`src/rtl/irq_ctl.sv`:
```
// irq_ctl: interrupt controller in front of the FemtoRV32 interrupt_request input.
// Sources are captured per bit, either on a rising edge or as a level. Each source
// has an enable bit, and there is also a global enable. The lowest active index
// wins the vector, and reading the vector claims that source.
// Register window (addr = mem_addr[3:2]): 0 STATUS, 1 ENABLE, 2 PENDING (W1C), 3 VECTOR.
// Optional macro IRQ_SYNC_EN: passes every irq_in bit through a two-flop synchronizer.
module irq_ctl #(
  parameter int unsigned NUM_IRQ   = 8,
  parameter logic [15:0] EDGE_MASK = 16'h0000
) (
  input  logic               clk,
  input  logic               resetq,
  input  logic               select,
  input  logic               rd,
  input  logic [3:0]         we,
  input  logic [1:0]         addr,
  input  logic [31:0]        wdata,
  output logic [31:0]        rdata,
  input  logic [NUM_IRQ-1:0] irq_in,
  output logic               irq_out
);

  localparam logic [NUM_IRQ-1:0] EdgeSel = EDGE_MASK[NUM_IRQ-1:0];

  logic [NUM_IRQ-1:0] raw;
  logic [NUM_IRQ-1:0] prev_q;
  logic [NUM_IRQ-1:0] pend_q, pend_d;
  logic [NUM_IRQ-1:0] en_q, en_d;
  logic [NUM_IRQ-1:0] clr;
  logic [NUM_IRQ-1:0] active;
  logic               gen_q, gen_d;
  logic               irq_q;
  logic               any_active;
  logic               wr_en;
  logic               claim;
  logic [3:0]         vec_idx;
  logic               unused_wdata;

`ifdef IRQ_SYNC_EN
  logic [NUM_IRQ-1:0] sync1_q, sync2_q;

  // Two-flop synchronizer for asynchronous source pins
  always_ff @(posedge clk or negedge resetq) begin
    if (!resetq) begin
      sync1_q <= '0;
      sync2_q <= '0;
    end else begin
      sync1_q <= irq_in;
      sync2_q <= sync1_q;
    end
  end

  assign raw = sync2_q;
`else
  assign raw = irq_in;
`endif

  assign wr_en        = select && (we != 4'b0000);
  assign active       = pend_q & en_q & {NUM_IRQ{gen_q}};
  assign any_active   = |active;
  assign claim        = rd && select && (addr == 2'd3) && any_active;
  assign unused_wdata = ^wdata;

  // Priority encoder: lowest active index wins
  always_comb begin
    vec_idx = 4'd0;
    for (int i = NUM_IRQ - 1; i >= 0; i--) begin
      if (active[i]) vec_idx = 4'(i);
    end
  end

  // Next-state for enables and pending bits; a new edge beats a same-cycle clear
  always_comb begin
    en_d   = en_q;
    gen_d  = gen_q;
    clr    = '0;
    pend_d = pend_q;
    if (wr_en && (addr == 2'd1)) begin
      for (int i = 0; i < NUM_IRQ; i++) begin
        if (we[i / 8]) en_d[i] = wdata[i];
      end
      if (we[3]) gen_d = wdata[31];
    end
    for (int i = 0; i < NUM_IRQ; i++) begin
      if (wr_en && (addr == 2'd2) && we[i / 8] && wdata[i]) clr[i] = 1'b1;
      if (claim && (vec_idx == 4'(i))) clr[i] = 1'b1;
      if (EdgeSel[i]) begin
        pend_d[i] = (raw[i] & ~prev_q[i]) | (pend_q[i] & ~clr[i]);
      end else begin
        pend_d[i] = raw[i];
      end
    end
  end

  // Register read mux, combinational on addr
  always_comb begin
    rdata = '0;
    case (addr)
      2'd0: rdata[NUM_IRQ-1:0] = raw;
      2'd1: begin
        rdata[NUM_IRQ-1:0] = en_q;
        rdata[31]          = gen_q;
      end
      2'd2: rdata[NUM_IRQ-1:0] = pend_q;
      default: begin
        if (any_active) begin
          rdata[31]  = 1'b1;
          rdata[3:0] = vec_idx;
        end
      end
    endcase
  end

  // State registers; irq_out is registered from the active set
  always_ff @(posedge clk or negedge resetq) begin
    if (!resetq) begin
      prev_q <= '0;
      pend_q <= '0;
      en_q   <= '0;
      gen_q  <= 1'b0;
      irq_q  <= 1'b0;
    end else begin
      prev_q <= raw;
      pend_q <= pend_d;
      en_q   <= en_d;
      gen_q  <= gen_d;
      irq_q  <= any_active;
    end
  end

  assign irq_out = irq_q;

endmodule

```
`config.mk`:
```
export PLATFORM = sky130hd
export DESIGN_NAME = irq_ctl
export DESIGN_NICKNAME = d
export VERILOG_FILES = /design/src/rtl/irq_ctl.sv
export SDC_FILE = /design/constraint.sdc
export NUM_CORES = 1
export LEC_CHECK = 0
export CORE_UTILIZATION = 34
export DETAILED_ROUTE_END_ITERATION = 8
export PLACE_DENSITY = 0.77
export SETUP_SLACK_MARGIN = 0.1
export SLEW_MARGIN = 25
export SYNTH_ARGS = -nofsm -noshare
export SYNTH_HDL_FRONTEND = slang
export SYNTH_SLANG_ARGS = --single-unit
```
`constraint.sdc`:
```
create_clock -name clk -period 1.62 [get_ports clk]
set_clock_uncertainty 0.1 [all_clocks]
set_input_delay 0.162 -clock clk [delete_from_list [all_inputs] [get_ports clk]]
set_output_delay 0.162 -clock clk [all_outputs]
set_load 0.05 [all_outputs]
```
---- After elaboration in Yosys (flattened, before gate mapping) ----
Index checks and enable logic that the tools add are counted.
operators by class
  equal/unequal tests ..................... 2
  muxes and demuxes ....................... 13
  bitwise logic cells ..................... 2
  reduce and logical (&&, ||, !) cells .... 8
operator list
  operator                                                               number
  4-bit 2-to-1 mux                                                       7
  4-bit one-hot mux with 3 select lines                                  2
  8-bit AND                                                              2
  8-bit OR reduction                                                     1
  3-bit 2-to-1 mux                                                       2
  2-bit AND reduction                                                    2
  4-bit nonzero test                                                     1
  2-bit by 1-bit equality test with 1-bit output, second input constant  1
  2-bit equality test, second input constant                             1
  1-bit logical AND                                                      2
  2-bit zero test                                                        1
  1-bit one-hot mux with 2 select lines                                  1
  2-bit OR reduction                                                     1
  1-bit 2-to-1 mux                                                       1
word-level totals
  flip-flop bits (word level) ............. 18
  input port bits ......................... 50
  output and inout port bits .............. 33

---- Longest topological paths before layout ----
Gate-level depths: netlist of run 1.
  depth after elaboration ................. 12
  gate-level depth with buffers ........... 5
  depth with buffers taken out ............ 4

---- Least setup slack after synthesis of run 1 ----
OpenSTA, ideal clock, no wires.
  path type ............................... flip-flop to output port
  start ................................... reg pend_q[1]
  end ..................................... out rdata[2]
  arrival ................................. 1.924 ns
  data required time ...................... 1.358 ns
  slack ................................... -0.566 ns
  cell stages (with the launch flop) ...... 5
  buffers on the path ..................... 0
  path through ............................ dfrtp_1 a22o_1 a21oi_1 nand2_1 o21ai_0
between the ends
  cells in the longest elaborated chain, start to end .. 6
  elaborated cells on any way between the ends .. 7
  classes of those cells .................. mux (4); bitwise (2); reduce/logical (1)
RTL lines
  what                                     line  RTL
  start, declared                          27    logic [NUM_IRQ-1:0] pend_q, pend_d;
  start signal, assigned                   124   pend_q <= pend_d;
  8-bit AND * (2 in a row)                 59    assign active = pend_q & en_q & {NUM_IRQ{gen_q}};
  4-bit 2-to-1 mux (2 in a row)            68    if (active[i]) vec_idx = 4'(i);
  4-bit 2-to-1 mux *                       106   if (any_active) begin
  4-bit one-hot mux with 3 select lines *  98    case (addr)
  end, declared                            18    output logic [31:0] rdata,
Mark *: on every way between the ends. The rest lies on a longest branch, timed or not.

---- Final worst setup path of run 1 ----
  start ................................... reg pend_q[4]
  end ..................................... out rdata[0]
between the ends
  cells in the longest elaborated chain, start to end .. 9
  elaborated cells on any way between the ends .. 10
  classes of those cells .................. mux (7); bitwise (2); reduce/logical (1)
RTL lines
  what                                     line
  8-bit AND * (2 in a row)                 59
  4-bit 2-to-1 mux (5 in a row)            68
  4-bit 2-to-1 mux *                       106
  4-bit one-hot mux with 3 select lines *  98
Marks and branches as above.

==> impl_metrics.prom, run 1 <==
# TYPE chip_impl_metric gauge
chip_impl_metric{name="finalMaxSlewViolations",unit=""} 0
chip_impl_metric{name="yosys.area_share.adder",unit="%"} 0
chip_impl_metric{name="globalRouteMet2Util",unit="%"} 27.1
chip_impl_metric{name="vias",unit=""} 926
chip_impl_metric{name="fin_crit_sh",unit="%"} 117
chip_impl_metric{name="post_route_cells_drive_above_1_share",unit="%"} 31.6
chip_impl_info{name="busiest_layer",value="met2"} 1
chip_impl_metric{name="yosys_warnings",unit=""} 0
chip_impl_metric{name="grt_pass1_wl",unit="microns"} 4030
chip_impl_metric{name="detailedRoute.firstIterationViolations",unit=""} 16
chip_impl_metric{name="share_of_the_synthesized_area_in_compound_gates_ao_oa_aoi_oai",unit="%"} 13.7
chip_impl_info{name="start_kind",value="register"} 1
chip_impl_metric{name="detailedPlace.worstSlack",unit="ns"} -0.299
chip_impl_metric{name="syn_area",unit="sq um"} 1100
chip_impl_metric{name="grt_pass1_vias",unit=""} 899
chip_impl_metric{name="ir_drop",unit="mV"} 0.471
chip_impl_metric{name="fill_cell_instance_count_of_the_final_layout",unit=""} 293
chip_impl_metric{name="cts_buffer_depth",unit=""} 2
chip_impl_metric{name="ys_seq_area_share",unit="%"} 40.8
chip_impl_metric{name="yosysUniqueCellTypes",unit=""} 26
chip_impl_metric{name="worstSkewPairLatency",unit="ns"} 0.30
chip_impl_metric{name="grt_util_all_layers",unit="%"} 15.8
chip_impl_metric{name="place.port_buffers",unit=""} 33
chip_impl_metric{name="synthDominantCellAreaShare",unit="%"} 40.8
chip_impl_info{name="top_ff_cell_synth",value="dfrtp_1"} 1
chip_impl_metric{name="boundaryPins",unit=""} 83
chip_impl_metric{name="hold_viol",unit=""} 0
chip_impl_metric{name="total_leakage_power",unit="nW"} 0.747
chip_impl_metric{name="power.density_cell_area",unit="nW/um^2"} 968
chip_impl_metric{name="vias_per_cell",unit=""} 4.65
chip_impl_metric{name="antenna_cells_inserted",unit=""} 0
chip_impl_info{name="hold_path.class",value="in -> async"} 1
chip_impl_metric{name="routed_len_inst",unit="microns"} 12.8
chip_impl_metric{name="synth_xor_xnor_area_share",unit="%"} 0
chip_impl_info{name="cts-root-buf",value="clkbuf_4"} 1
chip_impl_metric{name="synth.mux.area_fraction",unit="%"} 16.4
chip_impl_info{name="cp_slowest_cell",value="dfrtp_1"} 1
chip_impl_info{name="r2r-start",value="pend_q[4]$_DFF_PN0_"} 1
chip_impl_metric{name="finalSetupTns",unit="ns"} -0.993
chip_impl_metric{name="worst_ep_required_time",unit="ns"} 1.36
chip_impl_info{name="synthDominantAreaCellType",value="dfrtp_1"} 1
chip_impl_metric{name="syn_area_per_cell",unit="sq um"} 10.2
chip_impl_metric{name="yosys.area_share.simple",unit="%"} 10.3
chip_impl_metric{name="die_outline_area",unit="sq um"} 3480
chip_impl_metric{name="drt_first_pass_iters",unit=""} 4
chip_impl_metric{name="hpwl_detailed",unit="microns"} 1880
chip_impl_metric{name="cts.htree.levels",unit=""} 1
chip_impl_metric{name="cap_violations",unit=""} 0
chip_impl_metric{name="die_w",unit="microns"} 59.0
chip_impl_metric{name="number_of_buffers_added_to_fix_hold_violations_after_cts",unit=""} 0
chip_impl_metric{name="grt_antenna_before_repair",unit=""} 0
chip_impl_metric{name="cp_slowest_stage_delay",unit="ns"} 0.41
chip_impl_metric{name="design.core.area",unit="sq um"} 3080
chip_impl_info{name="worstReg2RegEnd",value="irq_out$_DFF_PN0_"} 1
chip_impl_metric{name="reg2reg_slack",unit="ns"} 0.29
chip_impl_metric{name="yosys_register_bits",unit=""} 18
chip_impl_metric{name="worst_setup_hold_path_clk_slew",unit="ns"} 0.10
chip_impl_metric{name="dpl-instance-area",unit="sq um"} 1550
chip_impl_info{name="crit_path_end",value="rdata[0]"} 1
chip_impl_info{name="unrepaired_setup_endpoints_after_global_routing",value="true"} 1
chip_impl_metric{name="crit_arrival",unit="ns"} 1.63
chip_impl_info{name="most_common_cell_after_layout_fill_and_taps_aside",value="conb_1"} 1
chip_impl_metric{name="route.detailed.drc",unit=""} 0
chip_impl_info{name="tritoncts_clock_tree",value="built"} 1
chip_impl_metric{name="fmax",unit="MHz"} 528
chip_impl_metric{name="groute.layer.met1.usage",unit="%"} 18.4
chip_impl_metric{name="syn2layout_area_growth",unit="%"} 49.6
chip_impl_metric{name="global_route.overflow_total",unit=""} 0
chip_impl_metric{name="ant_nets",unit=""} 0
chip_impl_metric{name="floorplan.die.height",unit="microns"} 59.0
chip_impl_info{name="crit_path_launch",value="pend_q[4]$_DFF_PN0_"} 1
chip_impl_metric{name="finalInstanceArea",unit="sq um"} 1650
chip_impl_metric{name="gp_routability_congestion",unit=""} 0.908
chip_impl_info{name="violations",value="negative setup slack"} 1
chip_impl_info{name="synth_top_family_by_area",value="buffers and inverters"} 1
chip_impl_metric{name="nets",unit=""} 207
chip_impl_info{name="crit_chain",value="a22o_1, o21ai_1, and3_4, o31ai_4, buf_12"} 1
chip_impl_metric{name="reg2reg_path_depth",unit=""} 4
chip_impl_metric{name="num_rows",unit=""} 20
chip_impl_metric{name="setup_viol_count_final",unit=""} 4
chip_impl_metric{name="postRouteWirelength",unit="microns"} 2550
chip_impl_metric{name="syn_inst",unit=""} 108
chip_impl_metric{name="post-route-worst-setup-slack",unit="ns"} -0.273
chip_impl_info{name="endpoint_kind",value="output pin"} 1
chip_impl_metric{name="critical_path_peak_fanout",unit=""} 3
chip_impl_metric{name="grt_use_met3",unit="%"} 3.28
chip_impl_metric{name="clock-sinks",unit=""} 18
chip_impl_info{name="timing_worst_setup_path_type",value="reg -> out"} 1
chip_impl_metric{name="post-route-min-period",unit="ns"} 1.89
chip_impl_metric{name="async_reset_ff_share",unit="%"} 100
chip_impl_metric{name="grt_max_degree",unit=""} 19
chip_impl_metric{name="number_of_synthesized_flops_with_an_enable_pin",unit=""} 0
chip_impl_info{name="synthTopCellsByArea",value="dfrtp_1 41%, buf_4 16%, mux2_2 9.2%"} 1
chip_impl_info{name="outcome",value="finished, violations left"} 1
chip_impl_info{name="layout.cells.most_common_list",value="23 x conb_1, 21 x clkdlybuf4s50_1, 18 x dfrtp_1"} 1
chip_impl_metric{name="initial_core_utilization",unit="%"} 35.9
chip_impl_metric{name="cts_inserted_buffers",unit=""} 3
final cells by class:
type	count	area [sq um]	area share, %
Multi-Input combinational cell	86	591	35.7
Timing Repair Buffer	47	531	32.1
Sequential cell	18	450	27.3
Tap cell	44	55.1	3.33
Clock buffer	3	22.5	1.36
Inverter	1	3.75	0.227
routing by layer:
metal	up-vias	wire [microns]	part of all wire, %
met5	-	0	0
met4	0	42	1.6
met3	6	177	6.9
met2	48	1330	52
met1	443	1000	39
li1	429	-	-
logic make-up (layout without fill, tap and decap cells):
kind of cell | Yosys count | count (layout)
other | 1 | 23
AND/OR/NAND/NOR | 23 | 24
AO/OA/AOI/OAI | 22 | 22
buffers and inverters | 27 | 51
flip-flops | 18 | 18
multiplexers | 17 | 17
state kept, by name, indices dropped and copies added, names as in the netlist:
name	cells
en_q	8
gen_q	1
irq_out	1
pend_q	8
what timing repair did:
action | CTS | global route
endpoints found under the setup margin | 18 | 6
setup buffers | 3 | 2
pin swaps | 2 | 5
resized for setup | 8 | 4
gates cloned | 1 | 0
cell usage after synthesis (2+ instances only):
master,instances
o21ai_0,7
a21oi_1,4
nand2_1,14
mux2_2,9
dfrtp_1,18
nor2_1,3
buf_6,2
buf_4,23
a22o_1,4
mux2i_1,8
stage by stage:
stage / hold slack (ns) / util, % / std cells / total power (W)
6_report: 0.0773 / 53.7 / 199 / 0.00160
2_1_floorplan: -0.234 / - / 130 / 0.00109
3_5_place_dp: 0.410 / 50.3 / 190 / 0.00134
5_1_grt: 0.107 / 53.7 / 199 / 0.00167
4_1_cts: 0.0902 / 52.7 / 197 / 0.00159
3_3_place_gp: 0.406 / 50.3 / 190 / 0.00133
how the worst min path moves through the flow:
stage	slack [ns]	start	end
6_report	0.08	resetq	pend_q[5]$_DFF_PN0_
4_1_cts	0.09	resetq	en_q[5]$_DFFE_PN0P_
3_5_place_dp	0.41	resetq	pend_q[6]$_DFF_PN0_
5_1_grt	0.11	resetq	pend_q[5]$_DFF_PN0_
2_1_floorplan	-0.23	resetq	en_q[0]$_DFFE_PN0P_
3_3_place_gp	0.41	resetq	en_q[7]$_DFFE_PN0P_
power breakdown:
group	switching, W	internal [W]	total [W]	leakage (nW)
clock	0.000139	0.0000868	0.000226	0.0138
combinational	0.000449	0.000346	0.000795	0.520
sequential	0.0000611	0.000518	0.000579	0.213
worst max-delay path, delay by kind of cell (launching register included):
family | cells | cell delay [ns]
buffers and inverters | 1 | 0.16
and+or+nand+nor | 1 | 0.24
DFF | 1 | 0.41
AOI/OAI and AO/OA | 3 | 0.51
Note: power is estimated with default switching activity, not from simulation.
==> run 2: changes to the inputs <==
--- a/config.mk
+++ b/config.mk
@@ -7,7 +7,7 @@
 export LEC_CHECK = 0
 export CORE_UTILIZATION = 34
 export DETAILED_ROUTE_END_ITERATION = 8
-export PLACE_DENSITY = 0.77
+export PLACE_DENSITY = 0.78
 export SETUP_SLACK_MARGIN = 0.1
 export SLEW_MARGIN = 25
 export SYNTH_ARGS = -nofsm -noshare
==> impl_metrics.prom, run 2 (synthesized netlist as in run 1, its figures left out) <==
# TYPE chip_impl_metric gauge
chip_impl_metric{name="grt_pass1_wl",unit="microns"} 4170
chip_impl_metric{name="die_outline_area",unit="sq um"} 3480
chip_impl_metric{name="floorplan.die.height",unit="microns"} 59.0
chip_impl_metric{name="power.density_cell_area",unit="nW/um^2"} 982
chip_impl_info{name="r2r-start",value="en_q[6]$_DFFE_PN0P_"} 1
chip_impl_metric{name="cts.htree.levels",unit=""} 1
chip_impl_info{name="endpoint_kind",value="output pin"} 1
chip_impl_metric{name="drt_first_pass_iters",unit=""} 4
chip_impl_info{name="violations",value="negative setup slack"} 1
chip_impl_metric{name="grt_util_all_layers",unit="%"} 16.1
chip_impl_metric{name="design.core.area",unit="sq um"} 3080
chip_impl_metric{name="route.detailed.drc",unit=""} 0
chip_impl_metric{name="worst_setup_hold_path_clk_slew",unit="ns"} 0.11
chip_impl_metric{name="setup_viol_count_final",unit=""} 4
chip_impl_info{name="layout.cells.most_common_list",value="23 x conb_1, 21 x clkdlybuf4s50_1, 18 x dfrtp_1"} 1
chip_impl_info{name="cts-root-buf",value="clkbuf_4"} 1
chip_impl_metric{name="crit_arrival",unit="ns"} 1.67
chip_impl_info{name="worstReg2RegEnd",value="irq_out$_DFF_PN0_"} 1
chip_impl_metric{name="post_route_cells_drive_above_1_share",unit="%"} 33.5
chip_impl_info{name="most_common_cell_after_layout_fill_and_taps_aside",value="conb_1"} 1
chip_impl_metric{name="nets",unit=""} 206
chip_impl_metric{name="post-route-min-period",unit="ns"} 1.93
chip_impl_info{name="tritoncts_clock_tree",value="built"} 1
chip_impl_metric{name="num_rows",unit=""} 20
chip_impl_metric{name="finalInstanceArea",unit="sq um"} 1700
chip_impl_metric{name="fmax",unit="MHz"} 518
chip_impl_info{name="unrepaired_setup_endpoints_after_global_routing",value="true"} 1
chip_impl_metric{name="antenna_cells_inserted",unit=""} 0
chip_impl_metric{name="hpwl_detailed",unit="microns"} 1910
chip_impl_metric{name="cts_inserted_buffers",unit=""} 3
chip_impl_metric{name="cts_buffer_depth",unit=""} 2
chip_impl_metric{name="grt_pass1_vias",unit=""} 958
chip_impl_info{name="timing_worst_setup_path_type",value="reg -> out"} 1
chip_impl_metric{name="worstSkewPairLatency",unit="ns"} 0.30
chip_impl_metric{name="ant_nets",unit=""} 0
chip_impl_metric{name="gp_routability_congestion",unit=""} 0.897
chip_impl_metric{name="reg2reg_slack",unit="ns"} 0.28
chip_impl_metric{name="detailedRoute.firstIterationViolations",unit=""} 22
chip_impl_metric{name="fin_crit_sh",unit="%"} 119
chip_impl_info{name="top_regs",value="en_q x8, pend_q x8"} 1
chip_impl_metric{name="clock-sinks",unit=""} 18
chip_impl_metric{name="critical_path_peak_fanout",unit=""} 4
chip_impl_metric{name="place.port_buffers",unit=""} 33
chip_impl_metric{name="fill_cell_instance_count_of_the_final_layout",unit=""} 280
chip_impl_metric{name="hold_viol",unit=""} 0
chip_impl_metric{name="worst_ep_required_time",unit="ns"} 1.36
chip_impl_metric{name="vias",unit=""} 952
chip_impl_metric{name="routed_len_inst",unit="microns"} 13.3
chip_impl_metric{name="grt_max_degree",unit=""} 19
chip_impl_metric{name="multiInputGateArea",unit="sq um"} 634
chip_impl_metric{name="final-seq-area",unit="sq um"} 450
chip_impl_metric{name="global_route.overflow_total",unit=""} 0
chip_impl_metric{name="total_leakage_power",unit="nW"} 0.752
chip_impl_info{name="start_kind",value="register"} 1
chip_impl_metric{name="die_w",unit="microns"} 59.0
chip_impl_metric{name="number_of_buffers_added_to_fix_hold_violations_after_cts",unit=""} 0
chip_impl_metric{name="post-route-worst-setup-slack",unit="ns"} -0.310
chip_impl_metric{name="finalMaxSlewViolations",unit=""} 0
chip_impl_metric{name="grt_antenna_before_repair",unit=""} 0
chip_impl_metric{name="reg2reg_path_depth",unit=""} 4
chip_impl_metric{name="syn2layout_area_growth",unit="%"} 54.0
chip_impl_metric{name="finalSetupTns",unit="ns"} -1.06
chip_impl_metric{name="boundaryPins",unit=""} 83
chip_impl_metric{name="postRouteWirelength",unit="microns"} 2650
chip_impl_info{name="hold_path.class",value="in -> async"} 1
chip_impl_metric{name="ir_drop",unit="mV"} 0.425
chip_impl_metric{name="initial_core_utilization",unit="%"} 35.9
chip_impl_metric{name="vias_per_cell",unit=""} 4.78
chip_impl_metric{name="cap_violations",unit=""} 0
chip_impl_info{name="outcome",value="finished, violations left"} 1
chip_impl_metric{name="dpl-instance-area",unit="sq um"} 1560
run 2: cell types whose count changed in the layout (fill, tap and decap cells not counted), sizes merged:
| cell | delta |
|---|---|
| clkbuf | +1 |
| clkdlybuf4s15 | -1 |
| buf | -1 |
| clkdlybuf4s18 | +1 |
run 2: power by group:
part	switching, W	internal [W]	total (W)
combinational	0.000459	0.000349	0.000808
sequential	0.0000632	0.000518	0.000581
clock	0.000145	0.000137	0.000282
run 2: routing by layer:
metal | GRT usage, % | part of all wire, %
met5 | 0 | 0
met3 | 3.49 | 9.7
met2 | 29.9 | 52
met1 | 18.0 | 37
met4 | 5.78 | 1.6
run 2: cell type report:
class	count	share of cell area [%]
clock buffers	4	2.13
inverters	1	0.221
multi-input cells	86	37.3
flip-flops and latches	18	26.5
well taps	44	3.24
repair buffers	46	30.7
run 2: how the worst max path moves through the flow:
| stage | end | startpoint | slack (ns) | cells after the start |
|---|---|---|---|---|
| floorplan | rdata[2] | pend_q[1]$_DFF_PN0_ | 0.06 | 4 |
| global placement | en_q[5]$_DFFE_PN0P_ | addr[1] | -0.26 | 4 |
| detailed placement | en_q[5]$_DFFE_PN0P_ | addr[1] | -0.30 | 4 |
| CTS | rdata[0] | en_q[6]$_DFFE_PN0P_ | -0.27 | 5 |
| global route | rdata[1] | pend_q[6]$_DFF_PN0_ | -0.37 | 5 |
| finish | rdata[1] | en_q[6]$_DFFE_PN0P_ | -0.31 | 5 |
run 2: timing repair:
action	4_1_cts	5_1_grt
resized for setup	14	6
setup endpoints to repair	17	7
pin swaps	9	2
cloned	1	0
buffers inserted	3	0
run 2: critical path: stages, from the launching register on:
cell and delay [ns]:
dfrtp_1 0.42, a22o_1 0.25, nand4_1 0.11, nand2_1 0.06
a221o_2 0.36, buf_12 0.16
run 2: metrics by stage:
step                      total power [W]  setup slack, ns  std cells  hold WS [ns]  util [%]
final                             0.00167           -0.310        199        0.0678      55.3
after global routing              0.00175           -0.369        199         0.104      55.3
after CTS                         0.00165           -0.271        199        0.0846      54.6
after detailed placement          0.00134           -0.302        191         0.408      50.6
after global placement            0.00133           -0.259        191         0.406      50.6
after floorplan                   0.00109           0.0612        130        -0.234         -
